`config.mk`:
```
export PLATFORM = sky130hd
export DESIGN_NAME = peg_l2_mac_tx_preamble
export DESIGN_NICKNAME = d
export VERILOG_FILES = /design/src/rtl/peg_l2_mac_tx_preamble.sv
export SDC_FILE = /design/constraint.sdc
export NUM_CORES = 1
export LEC_CHECK = 0
export BUFFER_PORTS_ARGS = -buffer_cell sky130_fd_sc_hd__buf_4
export CORE_AREA = 2 2 103 85
export DETAILED_ROUTE_END_ITERATION = 6
export DIE_AREA = 0 0 105 87
export GPL_ROUTABILITY_DRIVEN = 0
export PLACE_DENSITY_LB_ADDON = 0.3
export SLEW_MARGIN = 5
export SYNTH_ARGS = -nofsm -noshare
export SYNTH_HDL_FRONTEND = slang
export SYNTH_SLANG_ARGS = --single-unit
```
`constraint.sdc`:
```
create_clock -name clk -period 5.77 [get_ports clk]
set_clock_uncertainty 0.2 [all_clocks]
set_input_delay 0.577 -clock clk [delete_from_list [all_inputs] [get_ports clk]]
set_output_delay 0.577 -clock clk [all_outputs]
set_load 0.03 [all_outputs]
```
`src/rtl/peg_l2_mac_tx_preamble.sv`:
```
// MAC TX preamble stage: prepends the preamble/SFD word, checks beat count vs
// declared size, drains malformed frames and enforces an inter-packet gap.
module peg_l2_mac_tx_preamble #(
  parameter int PKT_DATA_W = 64,
  parameter int PKT_SIZE_W = 16,
  parameter int IPG_CYCLES = 3
) (
  input  logic                  clk,
  input  logic                  rst_n,
  input  logic                  in_valid,
  input  logic                  in_sop,
  input  logic                  in_eop,
  input  logic [PKT_DATA_W-1:0] in_data,
  input  logic [PKT_SIZE_W-1:0] in_size,
  input  logic                  in_error,
  output logic                  in_ready,
  output logic                  out_valid,
  output logic                  out_sop,
  output logic                  out_eop,
  output logic [PKT_DATA_W-1:0] out_data,
  output logic [PKT_SIZE_W-1:0] out_size,
  output logic                  out_error,
  input  logic                  out_ready,
  output logic                  stat_drop,
  output logic                  stat_len_err
);
  localparam logic [PKT_DATA_W-1:0] PREAMBLE = PKT_DATA_W'(64'hD555_5555_5555_5555);
  localparam int EW = PKT_SIZE_W - 2;
  localparam int GW = (IPG_CYCLES > 1) ? $clog2(IPG_CYCLES) : 1;
  localparam logic [PKT_SIZE_W-1:0] MAX_SIZE = PKT_SIZE_W'((1 << PKT_SIZE_W) - 9);
  localparam logic [PKT_SIZE_W-1:0] PRE_BYTES = PKT_SIZE_W'(8);

  typedef enum logic [1:0] {IDLE, DATA, DRAIN, GAP} state_t;

  state_t                  state, state_d;
  logic [PKT_SIZE_W-1:0]   size_q;
  logic [EW-1:0]           exp_q, wcnt;
  logic [GW-1:0]           gcnt;
  logic                    err_q, orphan_q, orphan_d;
  logic                    cap, adv, last, sop_legal;
  logic                    o_valid, o_sop, o_eop, o_err, i_rdy, drop, lerr;
  logic [PKT_DATA_W-1:0]   o_data;
  logic [PKT_SIZE_W-1:0]   o_size;

  assign sop_legal = (in_size != '0) && (in_size <= MAX_SIZE);
  assign last      = (wcnt == exp_q - 1'b1);

  always_comb begin
    state_d  = state;
    orphan_d = orphan_q;
    o_valid  = 1'b0;
    o_sop    = 1'b0;
    o_eop    = 1'b0;
    o_err    = 1'b0;
    o_data   = '0;
    o_size   = '0;
    i_rdy    = 1'b0;
    drop     = 1'b0;
    lerr     = 1'b0;
    cap      = 1'b0;
    adv      = 1'b0;
    case (state)
      IDLE: if (in_valid) begin
        if (in_sop) begin
          orphan_d = 1'b0;
          if (sop_legal) begin
            // preamble is emitted in place of the sop beat, which stays pending
            o_valid = 1'b1;
            o_sop   = 1'b1;
            o_data  = PREAMBLE;
            o_size  = in_size + PRE_BYTES;
            if (out_ready) begin
              cap     = 1'b1;
              state_d = DATA;
            end
          end else begin
            i_rdy = 1'b1;
            drop  = 1'b1;
            if (!in_eop) state_d = DRAIN;
          end
        end else begin
          // headless beats: one drop pulse per run until the next sop
          i_rdy    = 1'b1;
          drop     = !orphan_q;
          orphan_d = 1'b1;
        end
      end
      DATA: begin
        o_valid = in_valid;
        i_rdy   = out_ready;
        o_data  = in_data;
        o_size  = size_q + PRE_BYTES;
        if (in_valid) begin
          o_eop = last | in_eop;
          if (last)        o_err = err_q | in_error | !in_eop;
          else if (in_eop) o_err = 1'b1;
          if (out_ready) begin
            adv  = 1'b1;
            lerr = last ^ in_eop;
            if (last && !in_eop)     state_d = DRAIN;
            else if (last || in_eop) state_d = (IPG_CYCLES == 0) ? IDLE : GAP;
          end
        end
      end
      DRAIN: begin
        i_rdy = 1'b1;
        if (in_valid && in_eop) state_d = IDLE;
      end
      GAP: if (gcnt == GW'(IPG_CYCLES - 1)) state_d = IDLE;
      default: state_d = IDLE;
    endcase
  end

  always_ff @(posedge clk or negedge rst_n) begin
    if (!rst_n) begin
      state    <= IDLE;
      size_q   <= '0;
      exp_q    <= '0;
      wcnt     <= '0;
      gcnt     <= '0;
      err_q    <= 1'b0;
      orphan_q <= 1'b0;
    end else begin
      state    <= state_d;
      orphan_q <= orphan_d;
      if (cap) begin
        size_q <= in_size;
        exp_q  <= EW'((in_size + PKT_SIZE_W'(7)) >> 3);
        wcnt   <= '0;
        err_q  <= 1'b0;
      end else if (adv) begin
        wcnt  <= wcnt + 1'b1;
        err_q <= err_q | in_error;
      end
      gcnt <= (state == GAP) ? gcnt + 1'b1 : '0;
    end
  end

  // outputs are combinational, so reset has to force them low explicitly
  assign out_valid    = rst_n & o_valid;
  assign out_sop      = rst_n & o_sop;
  assign out_eop      = rst_n & o_eop;
  assign out_error    = rst_n & o_err;
  assign in_ready     = rst_n & i_rdy;
  assign stat_drop    = rst_n & drop;
  assign stat_len_err = rst_n & lerr;
  assign out_data     = rst_n ? o_data : '0;
  assign out_size     = rst_n ? o_size : '0;
endmodule
```
# Word level (Yosys, flattened, before mapping)
# Index checks and enable logic that the tools add are counted.
# W data, S select, Z words.
[totals]
reg_bits = 49
in_bits = 87
out_inout_bits = 87
[classes]
addsub = 6
n_lt_le_gt_ge = 1
n_eq_ne = 14
muxes = 56
bitwise_logic = 11
reduce_logical = 11
[op_table]
columns = ["cell", "count"]
rows = [
  ["$mux W64", 4],
  ["$pmux W64 S2", 1],
  ["$mux W16", 4],
  ["$add A16 B4 Y16 const B", 2],
  ["$pmux W16 S2", 1],
  ["$mux W1", 29],
  ["$mux W14", 2],
  ["$mux W2", 12],
  ["$add A16 B3 Y16 const B", 1],
  ["$le A16 B16 Y1 const B", 1],
  ["$reduce_bool A16 Y1", 1],
  ["$add A14 B1 Y14 const B", 1],
  ["$eq A14 B14 Y1", 1],
  ["$sub A13 B1 Y14 const B", 1],
  ["$ne A2 B2 Y1 const B", 6],
  ["$ne A3 B3 Y1 const B", 3],
  ["$reduce_and A9 Y1", 1],
  ["$pmux W2 S4", 1],
  ["$and A1 B1 Y1", 7],
  ["$eq A2 B2 Y1 const B", 3],
  ["$logic_and A1 B1 Y1", 3],
  ["$or A1 B1 Y1", 3],
  ["$pmux W1 S3", 1],
  ["$add A2 B1 Y2 const B", 1],
  ["8 further kinds", 9],
]

# Longest topological paths before layout
# Gate-level depths: netlist of run 1.
[depth]
word_depth = 8
depth_mapped = 12
ltp_nobuf = 12

# Worst setup path before layout of run 1
# No wires, ideal clock.
[synth_timing]
kind = "register to output"
startpoint = "register exp_q[0]"
endpoint = "output port stat_len_err"
t_arrival_ns = 2.764
path_slack_ns = 2.229
stages_incl_launch_ff = 11
path_buffers = 0
path_cell_list = "dfrtp_1 > inv_1 > ha_1 > or4b_4 > a2111oi_4 > nor3_2 > nor4b_1 > nand2_1 > ha_1 > nand2_1 > nor2_1"
[synth_via]
elab_chain_cells = 7
[synth_rtl]
columns = ["item", "line", "text"]
rows = [
  ["from (decl)", "37", "logic [EW-1:0] exp_q, wcnt;"],
  ["from (signal assigned)", "128", "exp_q <= EW'((in_size + PKT_SIZE_W'(7)) >> 3);"],
  ["$sub A13 B1 Y14", "46", "assign last = (wcnt == exp_q - 1'b1);"],
  ["$eq A14 B14 Y1", "46", ""],
  ["$xor A1 B1 Y1", "99", "lerr = last ^ in_eop;"],
  ["$mux W1", "97", "if (out_ready) begin"],
  ["$mux W1", "93", "if (in_valid) begin"],
  ["$mux W1", "62", "case (state)"],
  ["$and A1 B1 Y1", "146", "assign stat_len_err = rst_n & lerr;"],
  ["to (decl)", "25", "output logic stat_len_err"],
]
# Every way passes these cells.

# Final worst setup path of run 1
[layout_timing]
startpoint = "register state[0]"
endpoint = "output port out_data[28]"
[layout_via]
elab_chain_cells = 3
elab_cells_between_ends = 4
cone_classes = "eq/ne: 1; mux: 2; reduce/logical: 1"
[layout_rtl]
columns = ["item", "line", "text"]
rows = [
  ["from (decl)", "35", "state_t state, state_d;"],
  ["from (signal assigned)", "124", "state <= state_d;"],
  ["$eq A2 B1 Y1 or $logic_not A2 Y1 (tied branches)", "62", ""],
  ["$pmux W64 S2 *", "62", ""],
  ["$mux W64 *", "147", "assign out_data = rst_n ? o_data : '0;"],
  ["to (decl)", "20", "output logic [PKT_DATA_W-1:0] out_data,"],
]
# Every way passes the cells marked *; elsewhere a longest branch is shown, timed or not.

==> metrics.md, run 1 <==
| Metric | Value |
|---|---|
| All-Layer GR Usage | 26.33% |
| Worst VDD drop | between 0.15 and 0.2 mV |
| Distinct cells, synth | 62 |
| Critical Path Max Stage Delay | roughly 810 ps |
| Setup Total Neg Slack | 0 ps |
| Tcrit/Tclk final | a little under three quarters |
| Unrepaired setup endpoints after global routing | false |
| Crit path top cell by count | buf_4 |
| Worst Setup Start Kind | flop |
| Die Wd | 105 um |
| Simple-gate share of the synthesized area | 29.79% |
| Clk buf depth | 2 |
| Core Rows | 30 |
| Number of remaining DRC errors | 0 |
| Core area | 8183 sq um |
| Dominant synthesized flop cell | dfrtp_1 |
| Crit path buf inv count | 2 |
| Top cell type by total area after synthesis | dfrtp_1 |
| WL final | 12.56 mm |
| Synth area leaders | dfrtp_1 (29%), xor2_1 (7.7%), nand2_1 (7.5%), and3_1 (5.9%), xnor2_1 (5.6%) |
| Synth-to-layout area growth | 32.07% |
| Adder-Cell Fraction of Synth Area | 2.367% |
| Num ports | 174 |
| Hold Buf Count CTS | 0 |
| Fmax | 242.6 MHz |
| Clk slew on worst S/H paths | 90 ps |
| Post-synthesis mux area share | 4.734% |
| EDFF count, synth | 0 |
| Largest family of logic cells by synthesized area | simple AND/OR/NAND/NOR gates |
| Worst setup path class | reg2out |
| Power Total | 2.043 mW |
| Largest net degree at the start of global routing | 54 |
| Critical path, cell by cell | nor2_1 > and2_1 > nand3_1 > buf_4 > a21oi_1 > buf_4 |
| Full die area | 9135 sq um |
| Synth Area in Compound Gates | 14.94% |
| Final Hold Viols | 0 |
| Initial core utilization | 51.68% |
| CTS Buf Count | 5 |
| First-pass GRT wire length | 19.53 mm |
| Share of cells above drive strength 1 | 30.34% |
| # resized after CTS | 0 |
| Crit path max-delay family | simple AND/OR/NAND/NOR gates |
| Crit-path max FO | between 40 and 50 |
| Syn_nets | just over 600 |
| Critical path required time | approximately 5000 ps |
| Async set-or-reset flop fraction in the synthesized netlist | 100.0% |
| Placed Cells incl. Taps | 774 |
| Clk Latency, worst-skew pair | 300 ps |
| GRT overflow | 0 |
| CTS H-tree depth | 2 |
| Pwr/cell area | 365.8 nW/um^2 |
| Crit. End Element | primary output |
| Slew headroom | 25.74% |
| Outcome | finished, final reports clean |
| Minimum clock period after layout | 4123 ps |
| # port buffers | 173 |
| #FFs+latches synth | 49 |
| Max-slew violation count | 0 |
| Final Setup Violations | 0 |
| Post-Syn Instances | 528 |
| Routed WL per cell | 16.08 um |
| Synth top area share | 28.99% |
| Pre-antenna DRT Iters | 5 |
| TritonCTS clock tree | built |
| DRT iter0 DRCs | 320 |
| Leakage | 2.760 nW |
| Antenna violations before repair | 0 |
| Routed Antenna Nets | 0 |
| Layout net count | 764 |
| Post-Syn Area | 4229 sq um |
| Post-Synth XOR/XNOR Area | 13.25% |
| Seq/Total Area, Yosys | 28.99% |
| Worst Path Arrival | 3350 ps |
| Max-cap violations | 0 |
| Slowest cell on crit path | nand3_1 |
| Least-Margin Pin Slew | 1110 ps |
| Die Y | between 80 and 90 um |
| Vias in the first global route | approximately 4k |
| Hold WC Path Type | in2async |
| Clock Sinks | 49 |
| Vias per inst | 5.545 |
| CTS Root Cell | clkbuf_8 |
| Ant diodes | 0 |
| Post-DP HPWL | 9.644 mm |
| Setup Fix Bufs, Post-CTS | 0 |
| Synthesis Warnings | 0 |
| Via count | approximately 4.3k |
| Avg Inst Size Synth | 8.010 sq um |
| Post-route insts no fill | 781 |
## cells by family after synthesis
group,count (synthesis)
AOI/OAI and AO/OA,91
xor gates and xnor gates,64
adders and majority gates,8
buffers and inverters,55
DFF,49
muxes,18
and+or+nand+nor,243
## registers in the layout, indices dropped and copies added, names as in the netlist
signal and count:
size_q 16, exp_q 13, state 2, orphan_q 1
err_q 1, gcnt 2, wcnt 14
## path summary, 6_finish.rpt
kind / start / endpoint / slack (ps) / cells after the start
max in group asynchronous: rst_n / wcnt[1]$_DFFE_PN0P_ / 4820 / 1
min: rst_n / size_q[11]$_DFFE_PN0P_ / 100 / 1
max: state[0]$_DFFE_PN0P_ / out_data[28] / 1650 / 6
max reg2reg: state[0]$_DFFE_PN0P_ / wcnt[3]$_DFFE_PN0P_ / 1940 / 5
min reg2reg: gcnt[0]$_DFF_PN0_ / gcnt[0]$_DFF_PN0_ / 230 / 1
min in group clk: gcnt[0]$_DFF_PN0_ / gcnt[0]$_DFF_PN0_ / 230 / 1
## synth_stat cells, types with 3 or more instances
| master | instances |
|---|---|
| o22ai_1 | 4 |
| buf_6 | 3 |
| mux2_1 | 16 |
| nor3_1 | 9 |
| and2_1 | 8 |
| nor2_1 | 45 |
| o21ai_1 | 14 |
| a21oi_1 | 43 |
| nand3_1 | 21 |
| nand2_1 | 84 |
| xor2_1 | 37 |
| nand4_1 | 9 |
| dfrtp_1 | 49 |
| nor4_1 | 4 |
| clkbuf_1 | 27 |
| buf_2 | 11 |
| and3_1 | 40 |
| nor3_2 | 3 |
| a2bb2oi_1 | 7 |
| xnor2_1 | 27 |
| inv_1 | 11 |
| ha_1 | 8 |
## area by class of cell
type                            count  area (sq um)
Timing Repair Buffer              178          1336
Clock buffer                        7         86.33
Inverter                           11         41.29
Sequential cell                    49          1226
Multi-Input combinational cell    424          2755
Fill cell                         705          2597
Tap cell                          112         140.1
## cell usage in the layout (no fill, tap or decap), drive strengths merged, types with 4 or more instances in the layout
master / n
a21oi: 43
a2bb2oi: 7
and2: 8
and3: 41
buf: 178
clkbuf: 7
dfrtp: 49
ha: 8
inv: 11
mux2: 16
nand2: 85
nand3: 21
nand4: 10
nor2: 45
nor3: 12
nor4: 6
nor4b: 4
o21ai: 15
o22ai: 5
xnor2: 27
xor2: 37
## per-layer routing
layer	GRT usage, %	part of all wire [%]	routed length, um	vias to the layer above
li1	-	-	-	2109
met5	0	0	0	-
met1	34.51	42	5325	2049
met3	4.936	6.4	809	20
met2	45.93	50	6233	153
met4	5.455	1.5	187	0
## power by group
group	leakage (nW)	switching (mW)	internal, mW
logic	2.08	0.694	0.497
registers	0.638	0.184	0.460
clock network	0.0443	0.112	0.0954
total	2.76	0.991	1.05
## stage by stage
step                hold WS, ps  utilization, %  area, sq um  worst slack (ps)
floorplan                 81.41               -         4229              2229
global placement          214.9           67.20         5499              2055
detailed placement        219.3           67.20         5499              1901
CTS                       130.0           68.26         5585              1700
global route              163.8           68.26         5585              1364
finish                    98.09           68.26         5585              1647
Note: power is estimated with default switching activity, not from simulation.
==> run 2: changes to the inputs <==
--- a/config.mk
+++ b/config.mk
@@ -6,9 +6,9 @@
 export NUM_CORES = 1
 export LEC_CHECK = 0
 export BUFFER_PORTS_ARGS = -buffer_cell sky130_fd_sc_hd__buf_4
-export CORE_AREA = 2 2 103 85
+export CORE_AREA = 2 2 107 89
 export DETAILED_ROUTE_END_ITERATION = 6
-export DIE_AREA = 0 0 105 87
+export DIE_AREA = 0 0 109 91
 export GPL_ROUTABILITY_DRIVEN = 0
 export PLACE_DENSITY_LB_ADDON = 0.3
 export SLEW_MARGIN = 5
==> constraint.sdc (replaced) <==
create_clock -name clk -period 3.8 [get_ports clk]
set_clock_uncertainty 0.2 [all_clocks]
set_input_delay 0.38 -clock clk [delete_from_list [all_inputs] [get_ports clk]]
set_output_delay 0.38 -clock clk [all_outputs]
set_load 0.03 [all_outputs]
==> metrics.md, run 2 (same netlist as run 1, synthesis figures left out) <==
| Metric | Value |
|---|---|
| First-pass GRT wire length | 19.65 mm (+0.60%) |
| Synth-to-layout area growth | 34.02% |
| Slowest cell on crit path | dfrtp_1 |
| Outcome | finished, final reports clean |
| Initial core utilization | 48.03% (-3.7 points) |
| Sw frac | 48.79% (+0.31 points) |
| Worst Path Arrival | 2940 ps (-410 ps) |
| Gate power share | 59.5% (+1.2 points) |
| CTS Buf Count | 5 (unchanged) |
| Core Rows | 31 (+3.3%) |
| Antenna violations before repair | 0 (unchanged) |
| Clock Sinks | 49 (unchanged) |
| Routed WL per cell | 16.00 um (-0.49%) |
| All-Layer GR Usage | 24.60% (-1.7 points) |
| CTS Root Cell | clkbuf_8 |
| Crit path top cell by count | buf_4 |
| Full die area | 9919 sq um (+8.6%) |
| Crit. End Element | primary output |
| Routed Antenna Nets | 0 (unchanged) |
| Layout fillers | 756 (+7.2%) |
| Clk buf depth | 2 (unchanged) |
| Pre-antenna DRT Iters | 6 (+1) |
| DRT iter0 DRCs | 247 (-23%) |
| Post-DP HPWL | 9.711 mm (+0.70%) |
| Area of the multi-input gates | 2785 sq um (+1.1%) |
| Number of remaining DRC errors | 0 (unchanged) |
| Unrepaired setup endpoints after global routing | false |
| Vias per inst | 5.565 (+0.35%) |
| Leakage | 2.794 nW (+1.2%) |
| Final Hold Viols | 0 (unchanged) |
| Fmax | 283.9 MHz |
| Slew headroom | 49.48% (+24 points) |
| Vias in the first global route | 4035 (+3.3%) |
| TritonCTS clock tree | built |
| Critical path, cell by cell | nor4_4 > nand2_2 > o31ai_2 > nand2b_1 > nor4b_2 > nand2_1 > buf_4 > ha_1 > nor2_1 > buf_4 |
| Switch Pwr | 1.538 mW (+55%) |
| Worst hold slack | 37.95 ps (-60.15 ps) |
| Crit-path max FO | 7 (-83%) |
| Worst Setup Start Kind | flop |
| Most frequent cells in the layout | buf_4 (184), nand2_1 (84), dfrtp_1 (49) |
| Max FFs per register | 16 (unchanged) |
| Max-cap violations | 0 (unchanged) |
| Clk slew on worst S/H paths | 100 ps (about the same) |
| Clock power frac | 10.3% (about the same) |
| Sequential power share | 30.2% (-1.3 points) |
| Pre-CTS setup slack | 174.9 ps (-1726 ps) |
| Max-slew violation count | 0 (unchanged) |
| GRT overflow | 0 (unchanged) |
| CTS H-tree depth | 2 (unchanged) |
| Setup Total Neg Slack | 0 ps (unchanged) |
| Minimum clock period after layout | 3523 ps |
| Share of cells above drive strength 1 | 31.66% (+1.3 points) |
| Layout net count | 770 (+0.79%) |
| Clk Latency, worst-skew pair | 310 ps (about the same) |
| Via count | 4402 (+1.6%) |
| Worst setup path class | reg2out |
| Ant diodes | 0 (unchanged) |
| Die Y | 91 um (+4.6%) |
| Internal power | 1.614 mW (+53%) |
| WL final | 12.65 mm (+0.79%) |
| Commonest non-fill, non-tap cell in the layout | buf_4 |
| Die Wd | 109 um (+3.8%) |
| Final Setup Violations | 0 (unchanged) |
| Num ports | 174 (unchanged) |
| Setup WS post-layout | 277.1 ps (-1370 ps) |
| Core area | 8805 sq um (+7.6%) |
| Biggest registers after layout | size_q (16), wcnt (14), exp_q (13) |
| Pwr/cell area | 556.0 nW/um^2 (+52%) |
| Critical Path Max Stage Delay | 530 ps (-280 ps) |
| Critical path required time | 3220 ps (-1770 ps) |
| Largest net degree at the start of global routing | 52 (-3.7%) |
| # port buffers | 173 (unchanged) |
| Tcrit/Tclk final | between 90 and 100% |
| Least-Margin Pin Slew | 752.0 ps (-357.9 ps) |
| Worst VDD drop | 0.2990 mV (+68%) |
| Biggest register | size_q |
| Hold WC Path Type | in2async |
| Register area | 1226 sq um (unchanged) |
-- run 2: worst paths after layout --
check | slack [ps] | start | end | depth (start not counted)
worst max-delay path | 280 | exp_q[5]$_DFFE_PN0P_ | out_eop | 10
worst min-delay path | 40 | rst_n | exp_q[2]$_DFFE_PN0P_ | 2
worst max register to register | 450 | exp_q[5]$_DFFE_PN0P_ | state[1]$_DFFE_PN0P_ | 10
worst min register to register | 240 | gcnt[0]$_DFF_PN0_ | gcnt[0]$_DFF_PN0_ | 1
max in group asynchronous | 2910 | rst_n | size_q[12]$_DFFE_PN0P_ | 2
min in group clk | 100 | in_size[1] | size_q[1]$_DFFE_PN0P_ | 2
-- run 2: critical path: cells and delay by family (launching register included) --
| family | cells | cell delay (ps) |
|---|---|---|
| and+or+nand+nor | 6 | 1290 |
| buffers and inverters | 2 | 330 |
| AOI/OAI and AO/OA | 1 | 300 |
| DFF | 1 | 530 |
| adders and majority gates | 1 | 170 |
-- run 2: stage by stage --
step | std cells | area (sq um) | power [mW] | util, %
floorplan | 528 | 4229 | 2.280 | -
finish | 791 | 5668 | 3.151 | 64.37
detailed placement | 781 | 5533 | 2.777 | 62.84
global route | 791 | 5668 | 3.370 | 64.37
CTS | 789 | 5629 | 3.107 | 63.93
global placement | 781 | 5533 | 2.704 | 62.84
-- run 2: timing repair --
| action | 4_1_cts | 5_1_grt |
|---|---|---|
| hold endpoints to repair | 0 | 0 |
| hold buffers | 0 | 0 |
| gates resized for setup | 1 | 4 |
| setup endpoints to repair | 1 | 2 |
| setup buffers | 0 | 2 |
| pin swaps | 0 | 3 |
-- run 2: layout make-up --
class	instances	share of cell area, %
clock inverters	3	0.3753
repair buffers	184	24.37
well taps	115	2.539
inverters	11	0.7285
clock buffers	5	1.214
flip-flops and latches	49	21.63
multi-input cells	424	49.14
-- run 2: power groups by stage --
| stage | logic, mW | registers (mW) | clock network (mW) |
|---|---|---|---|
| 2_1_floorplan | 1.42 | 0.857 | 0 |
| 3_3_place_gp | 1.76 | 0.941 | 0 |
| 3_5_place_dp | 1.82 | 0.954 | 0 |
| 4_1_cts | 1.84 | 0.943 | 0.328 |
| 5_1_grt | 2.04 | 0.983 | 0.348 |
| 6_report | 1.87 | 0.953 | 0.325 |
-- run 2: layer usage --
metal / track usage [%] / vias up / wire (um)
met4: 5.662 / 0 / 165
met3: 4.092 / 21 / 832
met1: 31.61 / 2092 / 5247
met2: 42.81 / 165 / 6408
li1: - / 2124 / -
met5: 0 / - / 0
